$ cat config.mk
export PLATFORM = sky130hd
export DESIGN_NAME = sram_like_arbiter_flat
export DESIGN_NICKNAME = d
export VERILOG_FILES = /design/src/rtl/sram_like_arbiter_pkg.sv /design/src/rtl/sram_like_arbiter_if.sv /design/src/rtl/sram_like_arbiter_grant.sv /design/src/rtl/sram_like_arbiter.sv /design/src/flat_wrapper.sv
export SDC_FILE = /design/constraint.sdc
export NUM_CORES = 1
export LEC_CHECK = 0
export ABC_AREA = 1
export BUFFER_PORTS_ARGS = -buffer_cell sky130_fd_sc_hd__buf_2
export CORE_AREA = 2 2 119 121
export CTS_BUF_LIST = sky130_fd_sc_hd__clkbuf_8
export DETAILED_ROUTE_END_ITERATION = 12
export DIE_AREA = 0 0 121 123
export PLACE_DENSITY = 0.46
export SLEW_MARGIN = 0
export SYNTH_ARGS = -nofsm -noshare
export SYNTH_HDL_FRONTEND = slang
export SYNTH_SLANG_ARGS = --single-unit
$ cat constraint.sdc
create_clock -name clk -period 1.2 [get_ports clk]
set_input_delay 0.18 -clock clk [delete_from_list [all_inputs] [get_ports clk]]
set_output_delay 0.18 -clock clk [all_outputs]
set_load 0.02 [all_outputs]
$ cat src/rtl/sram_like_arbiter_pkg.sv
// Shared encodings for the sram-like arbiter: FSM states, owner ids, transfer sizes.
package sram_like_arbiter_pkg;

  typedef enum logic [1:0] {
    IDLE = 2'd0,
    ADDR = 2'd1,
    WAIT = 2'd2
  } state_t;

  typedef enum logic {
    OWN_INST = 1'b0,
    OWN_DATA = 1'b1
  } owner_t;

  localparam logic [1:0] SIZE_BYTE = 2'd0;
  localparam logic [1:0] SIZE_HALF = 2'd1;
  localparam logic [1:0] SIZE_WORD = 2'd2;

  localparam int STARVE_CNT_W = 4;

endpackage

$ cat src/rtl/sram_like_arbiter_if.sv
// One sram-like port: request fields from the master, handshake and read data from the slave.
interface sram_like_arbiter_if #(
  parameter int ADDR_W = 32,
  parameter int DATA_W = 32
) ();

  logic              req;
  logic              wr;
  logic [1:0]        size;
  logic [ADDR_W-1:0] addr;
  logic [DATA_W-1:0] wdata;
  logic              addr_ok;
  logic              data_ok;
  logic [DATA_W-1:0] rdata;

  modport master (
    output req, wr, size, addr, wdata,
    input  addr_ok, data_ok, rdata
  );

  modport slave (
    input  req, wr, size, addr, wdata,
    output addr_ok, data_ok, rdata
  );

endinterface

$ cat src/rtl/sram_like_arbiter_grant.sv
// Pure grant decision shared by the IDLE and WAIT transitions.
// ARB_RR_EN selects strict round-robin; otherwise data priority with a starvation guard.
module sram_like_arbiter_grant
  import sram_like_arbiter_pkg::*;
#(
  parameter int STARVE_MAX = 4
) (
  input  logic                    i_inst_req,
  input  logic                    i_data_req,
`ifdef ARB_RR_EN
  input  owner_t                  i_last_grant,
`else
  input  logic [STARVE_CNT_W-1:0] i_starve_cnt,
`endif
  output logic                    o_grant_data
);

`ifdef ARB_RR_EN
  // On a tie the master that did not win last time goes next.
  assign o_grant_data = (i_inst_req && i_data_req) ? (i_last_grant == OWN_INST) : i_data_req;
`else
  localparam logic [STARVE_CNT_W-1:0] MAX_C = STARVE_CNT_W'(STARVE_MAX);

  assign o_grant_data = i_data_req && !(i_inst_req && (i_starve_cnt == MAX_C));
`endif

endmodule

$ cat src/rtl/sram_like_arbiter.sv
// Shares one sram-like port between fetch and load/store masters, one transaction outstanding.
// ARB_RR_EN defined: round-robin grant; undefined: data priority plus fetch starvation guard.
module sram_like_arbiter
  import sram_like_arbiter_pkg::*;
#(
  parameter int ADDR_W     = 32,
  parameter int DATA_W     = 32,
  parameter int STARVE_MAX = 4
) (
  input  logic               clk,
  input  logic               rst,
  sram_like_arbiter_if.slave  i_inst_bus,
  sram_like_arbiter_if.slave  i_data_bus,
  sram_like_arbiter_if.master o_mem_bus
);

  state_t            r_state, w_state_nxt;
  owner_t            r_owner, w_owner_nxt;
  logic              w_any_req;
  logic              w_grant_en;
  logic              w_grant_data;
  logic              w_own_data;
  logic              w_addr_hit;
  logic              w_data_hit;
  logic [ADDR_W-1:0] w_mux_addr;
  logic [DATA_W-1:0] w_mux_wdata;

  assign w_any_req = i_inst_bus.req || i_data_bus.req;

`ifdef ARB_RR_EN
  // The owner register doubles as last_grant; both reset to OWN_INST.
  sram_like_arbiter_grant #(.STARVE_MAX(STARVE_MAX)) u_grant (
    .i_inst_req   (i_inst_bus.req),
    .i_data_req   (i_data_bus.req),
    .i_last_grant (r_owner),
    .o_grant_data (w_grant_data)
  );
`else
  localparam logic [STARVE_CNT_W-1:0] MAX_C = STARVE_CNT_W'(STARVE_MAX);

  logic [STARVE_CNT_W-1:0] r_starve_cnt;

  sram_like_arbiter_grant #(.STARVE_MAX(STARVE_MAX)) u_grant (
    .i_inst_req   (i_inst_bus.req),
    .i_data_req   (i_data_bus.req),
    .i_starve_cnt (r_starve_cnt),
    .o_grant_data (w_grant_data)
  );

  always_ff @(posedge clk or negedge rst) begin
    if (!rst) begin
      r_starve_cnt <= '0;
    end else if (w_grant_en) begin
      if (!w_grant_data) begin
        r_starve_cnt <= '0;
      end else if (i_inst_bus.req && (r_starve_cnt != MAX_C)) begin
        r_starve_cnt <= r_starve_cnt + 1'b1;
      end
    end
  end
`endif

  always_ff @(posedge clk or negedge rst) begin
    if (!rst) begin
      r_state <= IDLE;
      r_owner <= OWN_INST;
    end else begin
      r_state <= w_state_nxt;
      r_owner <= w_owner_nxt;
    end
  end

  always_comb begin
    w_state_nxt = r_state;
    w_owner_nxt = r_owner;
    w_grant_en  = 1'b0;
    case (r_state)
      IDLE: begin
        if (w_any_req) begin
          w_grant_en  = 1'b1;
          w_state_nxt = ADDR;
        end
      end
      ADDR: begin
        if (o_mem_bus.addr_ok) w_state_nxt = WAIT;
      end
      WAIT: begin
        // Re-arbitrate straight into ADDR so back-to-back traffic has no idle bubble.
        if (o_mem_bus.data_ok) begin
          if (w_any_req) begin
            w_grant_en  = 1'b1;
            w_state_nxt = ADDR;
          end else begin
            w_state_nxt = IDLE;
          end
        end
      end
      default: w_state_nxt = IDLE;
    endcase
    if (w_grant_en) w_owner_nxt = w_grant_data ? OWN_DATA : OWN_INST;
  end

  assign w_own_data  = (r_owner == OWN_DATA);
  assign w_mux_addr  = w_own_data ? i_data_bus.addr  : i_inst_bus.addr;
  assign w_mux_wdata = w_own_data ? i_data_bus.wdata : i_inst_bus.wdata;

  assign o_mem_bus.req   = (r_state == ADDR);
  assign o_mem_bus.wr    = w_own_data ? i_data_bus.wr   : i_inst_bus.wr;
  assign o_mem_bus.size  = w_own_data ? i_data_bus.size : i_inst_bus.size;
  assign o_mem_bus.addr  = w_mux_addr;
  assign o_mem_bus.wdata = w_mux_wdata;

  // Responses outside their state are ignored so a stray data_ok cannot reach a master.
  assign w_addr_hit = (r_state == ADDR) && o_mem_bus.addr_ok;
  assign w_data_hit = (r_state == WAIT) && o_mem_bus.data_ok;

  assign i_inst_bus.addr_ok = w_addr_hit && !w_own_data;
  assign i_inst_bus.data_ok = w_data_hit && !w_own_data;
  assign i_data_bus.addr_ok = w_addr_hit && w_own_data;
  assign i_data_bus.data_ok = w_data_hit && w_own_data;
  assign i_inst_bus.rdata   = o_mem_bus.rdata;
  assign i_data_bus.rdata   = o_mem_bus.rdata;

`ifndef SYNTHESIS
  a_data_ok_only_in_wait: assert property (
    @(posedge clk) disable iff (!rst) o_mem_bus.data_ok |-> (r_state == WAIT)
  );
`endif

endmodule
$ cat src/flat_wrapper.sv
// flat-port wrapper written by rule: the top's interface ports become plain ports
module sram_like_arbiter_flat import sram_like_arbiter_pkg::*;
#(
  parameter int ADDR_W     = 32,
  parameter int DATA_W     = 32,
  parameter int STARVE_MAX = 4
)
  (clk, rst, i_inst_bus_req, i_inst_bus_wr, i_inst_bus_size, i_inst_bus_addr, i_inst_bus_wdata, i_inst_bus_addr_ok, i_inst_bus_data_ok, i_inst_bus_rdata, i_data_bus_req, i_data_bus_wr, i_data_bus_size, i_data_bus_addr, i_data_bus_wdata, i_data_bus_addr_ok, i_data_bus_data_ok, i_data_bus_rdata, o_mem_bus_req, o_mem_bus_wr, o_mem_bus_size, o_mem_bus_addr, o_mem_bus_wdata, o_mem_bus_addr_ok, o_mem_bus_data_ok, o_mem_bus_rdata);
  sram_like_arbiter_if #(.ADDR_W(ADDR_W), .DATA_W(DATA_W)) i_inst_bus_i ();
  sram_like_arbiter_if #(.ADDR_W(ADDR_W), .DATA_W(DATA_W)) i_data_bus_i ();
  sram_like_arbiter_if #(.ADDR_W(ADDR_W), .DATA_W(DATA_W)) o_mem_bus_i ();
  input  logic clk;
  input  logic rst;
  input wire logic [$bits(i_inst_bus_i.req)-1:0] i_inst_bus_req;
  input wire logic [$bits(i_inst_bus_i.wr)-1:0] i_inst_bus_wr;
  input wire logic [$bits(i_inst_bus_i.size)-1:0] i_inst_bus_size;
  input wire logic [$bits(i_inst_bus_i.addr)-1:0] i_inst_bus_addr;
  input wire logic [$bits(i_inst_bus_i.wdata)-1:0] i_inst_bus_wdata;
  output wire logic [$bits(i_inst_bus_i.addr_ok)-1:0] i_inst_bus_addr_ok;
  output wire logic [$bits(i_inst_bus_i.data_ok)-1:0] i_inst_bus_data_ok;
  output wire logic [$bits(i_inst_bus_i.rdata)-1:0] i_inst_bus_rdata;
  input wire logic [$bits(i_data_bus_i.req)-1:0] i_data_bus_req;
  input wire logic [$bits(i_data_bus_i.wr)-1:0] i_data_bus_wr;
  input wire logic [$bits(i_data_bus_i.size)-1:0] i_data_bus_size;
  input wire logic [$bits(i_data_bus_i.addr)-1:0] i_data_bus_addr;
  input wire logic [$bits(i_data_bus_i.wdata)-1:0] i_data_bus_wdata;
  output wire logic [$bits(i_data_bus_i.addr_ok)-1:0] i_data_bus_addr_ok;
  output wire logic [$bits(i_data_bus_i.data_ok)-1:0] i_data_bus_data_ok;
  output wire logic [$bits(i_data_bus_i.rdata)-1:0] i_data_bus_rdata;
  output wire logic [$bits(o_mem_bus_i.req)-1:0] o_mem_bus_req;
  output wire logic [$bits(o_mem_bus_i.wr)-1:0] o_mem_bus_wr;
  output wire logic [$bits(o_mem_bus_i.size)-1:0] o_mem_bus_size;
  output wire logic [$bits(o_mem_bus_i.addr)-1:0] o_mem_bus_addr;
  output wire logic [$bits(o_mem_bus_i.wdata)-1:0] o_mem_bus_wdata;
  input wire logic [$bits(o_mem_bus_i.addr_ok)-1:0] o_mem_bus_addr_ok;
  input wire logic [$bits(o_mem_bus_i.data_ok)-1:0] o_mem_bus_data_ok;
  input wire logic [$bits(o_mem_bus_i.rdata)-1:0] o_mem_bus_rdata;
  assign i_inst_bus_i.req = i_inst_bus_req;
  assign i_inst_bus_i.wr = i_inst_bus_wr;
  assign i_inst_bus_i.size = i_inst_bus_size;
  assign i_inst_bus_i.addr = i_inst_bus_addr;
  assign i_inst_bus_i.wdata = i_inst_bus_wdata;
  assign i_inst_bus_addr_ok = i_inst_bus_i.addr_ok;
  assign i_inst_bus_data_ok = i_inst_bus_i.data_ok;
  assign i_inst_bus_rdata = i_inst_bus_i.rdata;
  assign i_data_bus_i.req = i_data_bus_req;
  assign i_data_bus_i.wr = i_data_bus_wr;
  assign i_data_bus_i.size = i_data_bus_size;
  assign i_data_bus_i.addr = i_data_bus_addr;
  assign i_data_bus_i.wdata = i_data_bus_wdata;
  assign i_data_bus_addr_ok = i_data_bus_i.addr_ok;
  assign i_data_bus_data_ok = i_data_bus_i.data_ok;
  assign i_data_bus_rdata = i_data_bus_i.rdata;
  assign o_mem_bus_req = o_mem_bus_i.req;
  assign o_mem_bus_wr = o_mem_bus_i.wr;
  assign o_mem_bus_size = o_mem_bus_i.size;
  assign o_mem_bus_addr = o_mem_bus_i.addr;
  assign o_mem_bus_wdata = o_mem_bus_i.wdata;
  assign o_mem_bus_i.addr_ok = o_mem_bus_addr_ok;
  assign o_mem_bus_i.data_ok = o_mem_bus_data_ok;
  assign o_mem_bus_i.rdata = o_mem_bus_rdata;
  sram_like_arbiter #(.ADDR_W(ADDR_W), .DATA_W(DATA_W), .STARVE_MAX(STARVE_MAX)) u_core (.clk(clk), .rst(rst), .i_inst_bus(i_inst_bus_i), .i_data_bus(i_data_bus_i), .o_mem_bus(o_mem_bus_i));
endmodule
# After elaboration in Yosys (flattened, before gate mapping)
# Index checks and enable logic that the tools add are counted.
[word_totals]
reg_bits = 7
out_inout_bits = 136
in_bits = 172
wordCells = 42
[classes]
n_addsub = 1
reduce_logical = 15
n_mux = 15
eq_ne = 8
[ops]
columns = ["operator", "n"]
rows = [
  ["2-to-1 mux 32 bit", 2],
  ["logical AND 1 bit", 9],
  ["2-to-1 mux 2 bit", 4],
  ["2-to-1 mux 4 bit", 2],
  ["one-hot mux 2 bit (3 select lines)", 1],
  ["2-to-1 mux 1 bit", 5],
  ["adder 4 x 1 -> 4 bit (second input constant)", 1],
  ["equality test 4 x 3 -> 1 bit (second input constant)", 1],
  ["inequality test 2 x 1 -> 1 bit (second input constant)", 2],
  ["inequality test 2 bit (second input constant)", 2],
  ["inequality test 4 x 3 -> 1 bit (second input constant)", 1],
  ["AND reduction 3 bit", 1],
  ["equality test 2 x 1 -> 1 bit (second input constant)", 1],
  ["equality test 2 bit (second input constant)", 1],
  ["logical NOT 1 bit", 2],
  ["logical NOT 2 bit", 1],
  ["one-hot mux 1 bit (2 select lines)", 1],
  ["AND reduction 2 bit", 1],
  ["logical OR 1 bit", 1],
]

# Longest topological paths before layout
[depth]
depth_word = 6
ltp_mapped = 9
depth_no_buf = 9

# Modules after synthesis
# Synthesis repeated with hierarchy kept, for this count alone.
[unflattened]
cells_unflattened = 347
area_unflattened_um2 = 1773.0
[modules_own_cells]
columns = ["module", "cells_each", "instances", "seq_area_each_um2", "area_per_inst_um2"]
rows = [
  ["sram_like_arbiter", 339, 1, 175.2, 1741.7],
  ["sram_like_arbiter_grant", 8, 1, 0.0, 31.3],
]

# Least setup slack after synthesis
# OpenSTA, ideal clock, no wires.
[synth_timing]
path_kind = "register to output"
from = "register u_core.r_state[1]"
to = "output i_data_bus_addr_ok"
setup_slack_ns = -0.158
path_stages_with_launch = 4
arrival_ns = 1.178
n_path_buf = 0
required_time_ns = 1.020
cell_sequence = "dfrtp_1 -> nor2_1 -> nand2_1 -> nor2_1"
[synth_via]
elab_chain_len = 3
[synth_lines]
columns = ["item", "line", "text"]
rows = [
  ["start: declaration", "sram_like_arbiter.sv:17", "state_t r_state, w_state_nxt;"],
  ["start signal: assignment", "sram_like_arbiter.sv:68", "r_state <= w_state_nxt;"],
  ["equality test 2 x 1 -> 1 bit", "-", ""],
  ["net o_mem_bus_req", "flat_wrapper.sv:30", "output wire logic [$bits(o_mem_bus_i.req)-1:0] o_mem_bus_req;"],
  ["logical AND 1 bit", "sram_like_arbiter.sv:114", "assign w_addr_hit = (r_state == ADDR) && o_mem_bus.addr_ok;"],
  ["logical AND 1 bit", "sram_like_arbiter.sv:119", "assign i_data_bus.addr_ok = w_addr_hit && w_own_data;"],
  ["end: declaration", "flat_wrapper.sv:27", "output wire logic [$bits(i_data_bus_i.addr_ok)-1:0] i_data_bus_addr_ok;"],
]
# The timed path passes the listed nets, and every way through them passes these cells.

# Worst setup path in the final report
[layout_timing]
from = "register u_core.r_owner"
to = "output o_mem_bus_addr[3]"
[layout_via]
elab_chain_len = 1
[layout_lines]
columns = ["item", "line", "text"]
rows = [
  ["start: declaration", "sram_like_arbiter.sv:18", "owner_t r_owner, w_owner_nxt;"],
  ["start signal: assignment", "sram_like_arbiter.sv:69", "r_owner <= w_owner_nxt;"],
  ["2-to-1 mux 32 bit", "sram_like_arbiter.sv:104", "assign w_mux_addr = w_own_data ? i_data_bus.addr : i_inst_bus.addr;"],
  ["end: declaration", "flat_wrapper.sv:33", "output wire logic [$bits(o_mem_bus_i.addr)-1:0] o_mem_bus_addr;"],
]
# Every way passes these cells.

==> metrics.csv <==
stage,metric,value,unit
power,Pleak,2.026,nW
yosys,post-synthesis net count,512,
critical_path,"Worst Path Class, Setup",flop to output port,
sta,max-slew violations,0,
clock_network,TritonCTS clock tree,yes,
sta,remaining max-slew budget at the tightest pin,0.8365,
yosys,Yosys top cell area share,0.4695,
power,largest vdd supply drop,0.0006205,V
critical_path,termination of the worst setup path,o_mem_bus_addr[3],
yosys,most numerous cell in the Yosys netlist,sky130_fd_sc_hd__nand2_1,
yosys,Post-Syn Area,0.001743,mm^2
critical_path,Worst Setup Start Kind,flop,
route,number of vias in the routed layout,2464,
worst_hold_path,hold path depth,2,
critical_path,r2r startpoint,u_core.r_starve_cnt[0],
yosys,share of the yosys chip area belonging to registers,0.1005,
critical_path,R2R Setup Slk,60,ps
route,Iter 0 DRT Violations,67,
critical_path,cell depth of the worst flop-to-flop path,8,
final_layout,Final Net Count,668,
grt,number of antenna violations at the first check in global routing,0,
yosys,top area cells in the synthesized netlist,"sky130_fd_sc_hd__nand2_1 (47%), sky130_fd_sc_hd__buf_4 (28%), sky130_fd_sc_hd__dfrtp_1 (10%)",
sta,post-layout min period,1443,ps
final_layout,final design utilization,0.2611,
route,total wirelength of the detailed-routed design,9517,um
critical_path,destination of the worst register-to-register timing path,u_core.r_owner,
die,Std-Cell Core Area,0.01361,mm^2
route,Routed WL per cell,14.14,um
sta,count of endpoints failing hold in the final timing report,0,
clock_network,clock transition at the registers of the reported paths,40,ps
power,Cell Pwr Density,2114,mW/mm^2
flow_run,max-capacitance violation count,0,
placement,post-DP HPWL,6604,um
placement,placer's final routability congestion estimate,0.7697,
run_status,failing checks,setup timing,
clock_network,Max clock buf depth,2,
yosys,library cell occupying the most area in the post-synthesis netlist,sky130_fd_sc_hd__nand2_1,
sta,transition at the pin with the smallest max-transition slack,242.6,ps
sta,post-route clock skew,1.281,ps
final_layout,area delta synth->final,103.9,%
yosys,cell count after synthesis,338,
yosys,number of flops mapped to enable cells by yosys,0,
worst_hold_path,Min-Delay Path Class,input port to flop,
route,drt first pass iters,4,
run_status,run status,finished with violations,
critical_path,worst setup path start,u_core.r_owner,
sta,final worst path period share,1.203,
placement,area after detailed placement,0.002567,mm^2
placement,input/output buffers,211,
final_layout,final cell area excluding filler cells,0.003555,mm^2
sta,final critical-path setup slack,-243.1,ps
die,overall die area,0.01488,mm^2
grt,remaining global-route overflow,0,
sta,setup repair after global routing missed its margin,true,
die,height of the chip,123,um
route,via/cell ratio,3.661,
clock_network,total number of H-tree levels,1,
clock_network,buffer type at the clock tree root,sky130_fd_sc_hd__clkbuf_8,
clock_network,CTS sink cnt,7,
critical_path,Max Fanout on Critical Path,9,
sta,Highest Clock Rate,692.9,MHz
yosys,share of flip-flops with an asynchronous set or reset,1.000,
grt,maximum number of pins on one net before global-route repair,19,
die,die extent in x,121,um
yosys,most instantiated cells after synthesis,"sky130_fd_sc_hd__nand2_1 (218), sky130_fd_sc_hd__buf_4 (65), sky130_fd_sc_hd__buf_2 (12), sky130_fd_sc_hd__nor2_1 (11), sky130_fd_sc_hd__inv_1 (8)",
die,row count,43,
critical_path,Setup crit end kind,output port,
yosys,count of warnings emitted by yosys,0,
route,number of nets still failing antenna checks after routing,0,
clock_network,clock insertion delay at the later pin of the skew report,220,ps
final_layout,fraction of layout cells with a size suffix above 1,0.6613,
die,Starting Density,0.1280,
die,I/O Pins,308,
critical_path,data arrival at the endpoint of the critical path,1260,ps
yosys,Syn Area/Cell,5.157,um^2
clock_network,clock buffer count from CTS,3,
route,DRC violation count after routing,0,
yosys,number of synthesized register bits,7,
yosys,unique cell type count in the Yosys netlist,18,
sta,Final Setup Violations,71,
critical_path,critical path required time,1020,ps
yosys,top flip-flop cell by instance count after synthesis,sky130_fd_sc_hd__dfrtp_1,
placement,pre-CTS setup slack,-73.20,ps
grt,via count of the first global-routing pass,2341,
grt,gr usage total,0.1131,
grt,global-route wire length before repair,12960,um
final_layout,n_diodes,0,
[stage by stage]
stage,TNS (ps),instances,power (mW),hold WS (ps)
after detailed placement,-612.0,658,4.788,36.39
after global placement,-181.4,658,4.803,32.07
after floorplan,-94.66,338,3.401,-115.6
after CTS,-17200,673,7.181,175.6
after global routing,-18640,673,8.061,179.4
final,-15010,673,7.514,186.0
[where the power goes]
part           internal, mW  switching [mW]
sequential            0.332          0.0997
combinational          3.14            3.62
clock                 0.221          0.0983
total                  3.70            3.82
[worst max-delay path, cell delays in order (launching register included)]
cell                        delay [ps]
sky130_fd_sc_hd__dfrtp_2           440
sky130_fd_sc_hd__buf_6             170
sky130_fd_sc_hd__clkbuf_16         170
sky130_fd_sc_hd__nand2_1            50
sky130_fd_sc_hd__nand2_1            70
sky130_fd_sc_hd__buf_6             130
[placed cells by master (no fill, tap or decap), types with 5 or more instances in the layout]
master	netlist	layout
sky130_fd_sc_hd__nand2_1	218	137
sky130_fd_sc_hd__buf_4	65	6
sky130_fd_sc_hd__buf_6	2	66
sky130_fd_sc_hd__dfrtp_1	7	5
sky130_fd_sc_hd__buf_2	12	143
sky130_fd_sc_hd__nand2_2	1	72
sky130_fd_sc_hd__nor2_1	11	7
sky130_fd_sc_hd__nand2_4	0	10
sky130_fd_sc_hd__inv_1	8	7
sky130_fd_sc_hd__buf_12	0	6
[how the worst min path moves through the flow]
stage / from / end / slack (ps)
6_report: o_mem_bus_addr_ok / u_core.r_state[0] / 190
5_1_grt: o_mem_bus_addr_ok / u_core.r_state[0] / 180
4_1_cts: o_mem_bus_addr_ok / u_core.r_state[0] / 180
3_5_place_dp: rst / u_core.r_starve_cnt[1] / 40
3_3_place_gp: rst / u_core.r_starve_cnt[1] / 30
2_1_floorplan: rst / u_core.r_owner / -120
[final cells by class]
class	instances	area, um^2
Clock buffer	3	41.29
Clock inverter	1	3.754
Fill cell	1553	10060
Inverter	9	38.79
Multi-Input combinational cell	243	1244
Sequential cell	7	177.7
Tap cell	180	225.2
Timing Repair Buffer	230	1824
[state kept, by name, summed over array words and instances, names as in the netlist]
| register | flops |
|---|---|
| u_core.r_starve_cnt | 4 |
| u_core.r_owner | 1 |
| u_core.r_state | 2 |
[repair_timing]
action / 4_1_cts / 5_1_grt
gates cloned: 6 / 2
setup endpoints to repair: 71 / 75
gates resized for setup: 167 / 81
hold buffers: 1 / 0
pin swaps: 4 / 3
setup buffers: 4 / 0
hold endpoints to repair: 7 / 0
[cells by family after synthesis]
kind of cell	count (synthesis)	synth area share
AND/OR/NAND/NOR	235	0.5140
flip-flops	7	0.1005
buffers and inverters	88	0.3482
adder cells (fa/ha/maj)	2	0.01436
XOR/XNOR	1	0.005026
AO/OA/AOI/OAI	5	0.01795
[layer usage]
metal  vias to the layer above  GRT usage  part of all wire
met4                         0    0.03052             0.027
li1                       1253          -                 -
met3                        35    0.02952             0.077
met1                      1061     0.1472              0.42
met5                         -          0                 0
met2                       115     0.1850              0.47
Power figures use the tool's default switching activity.
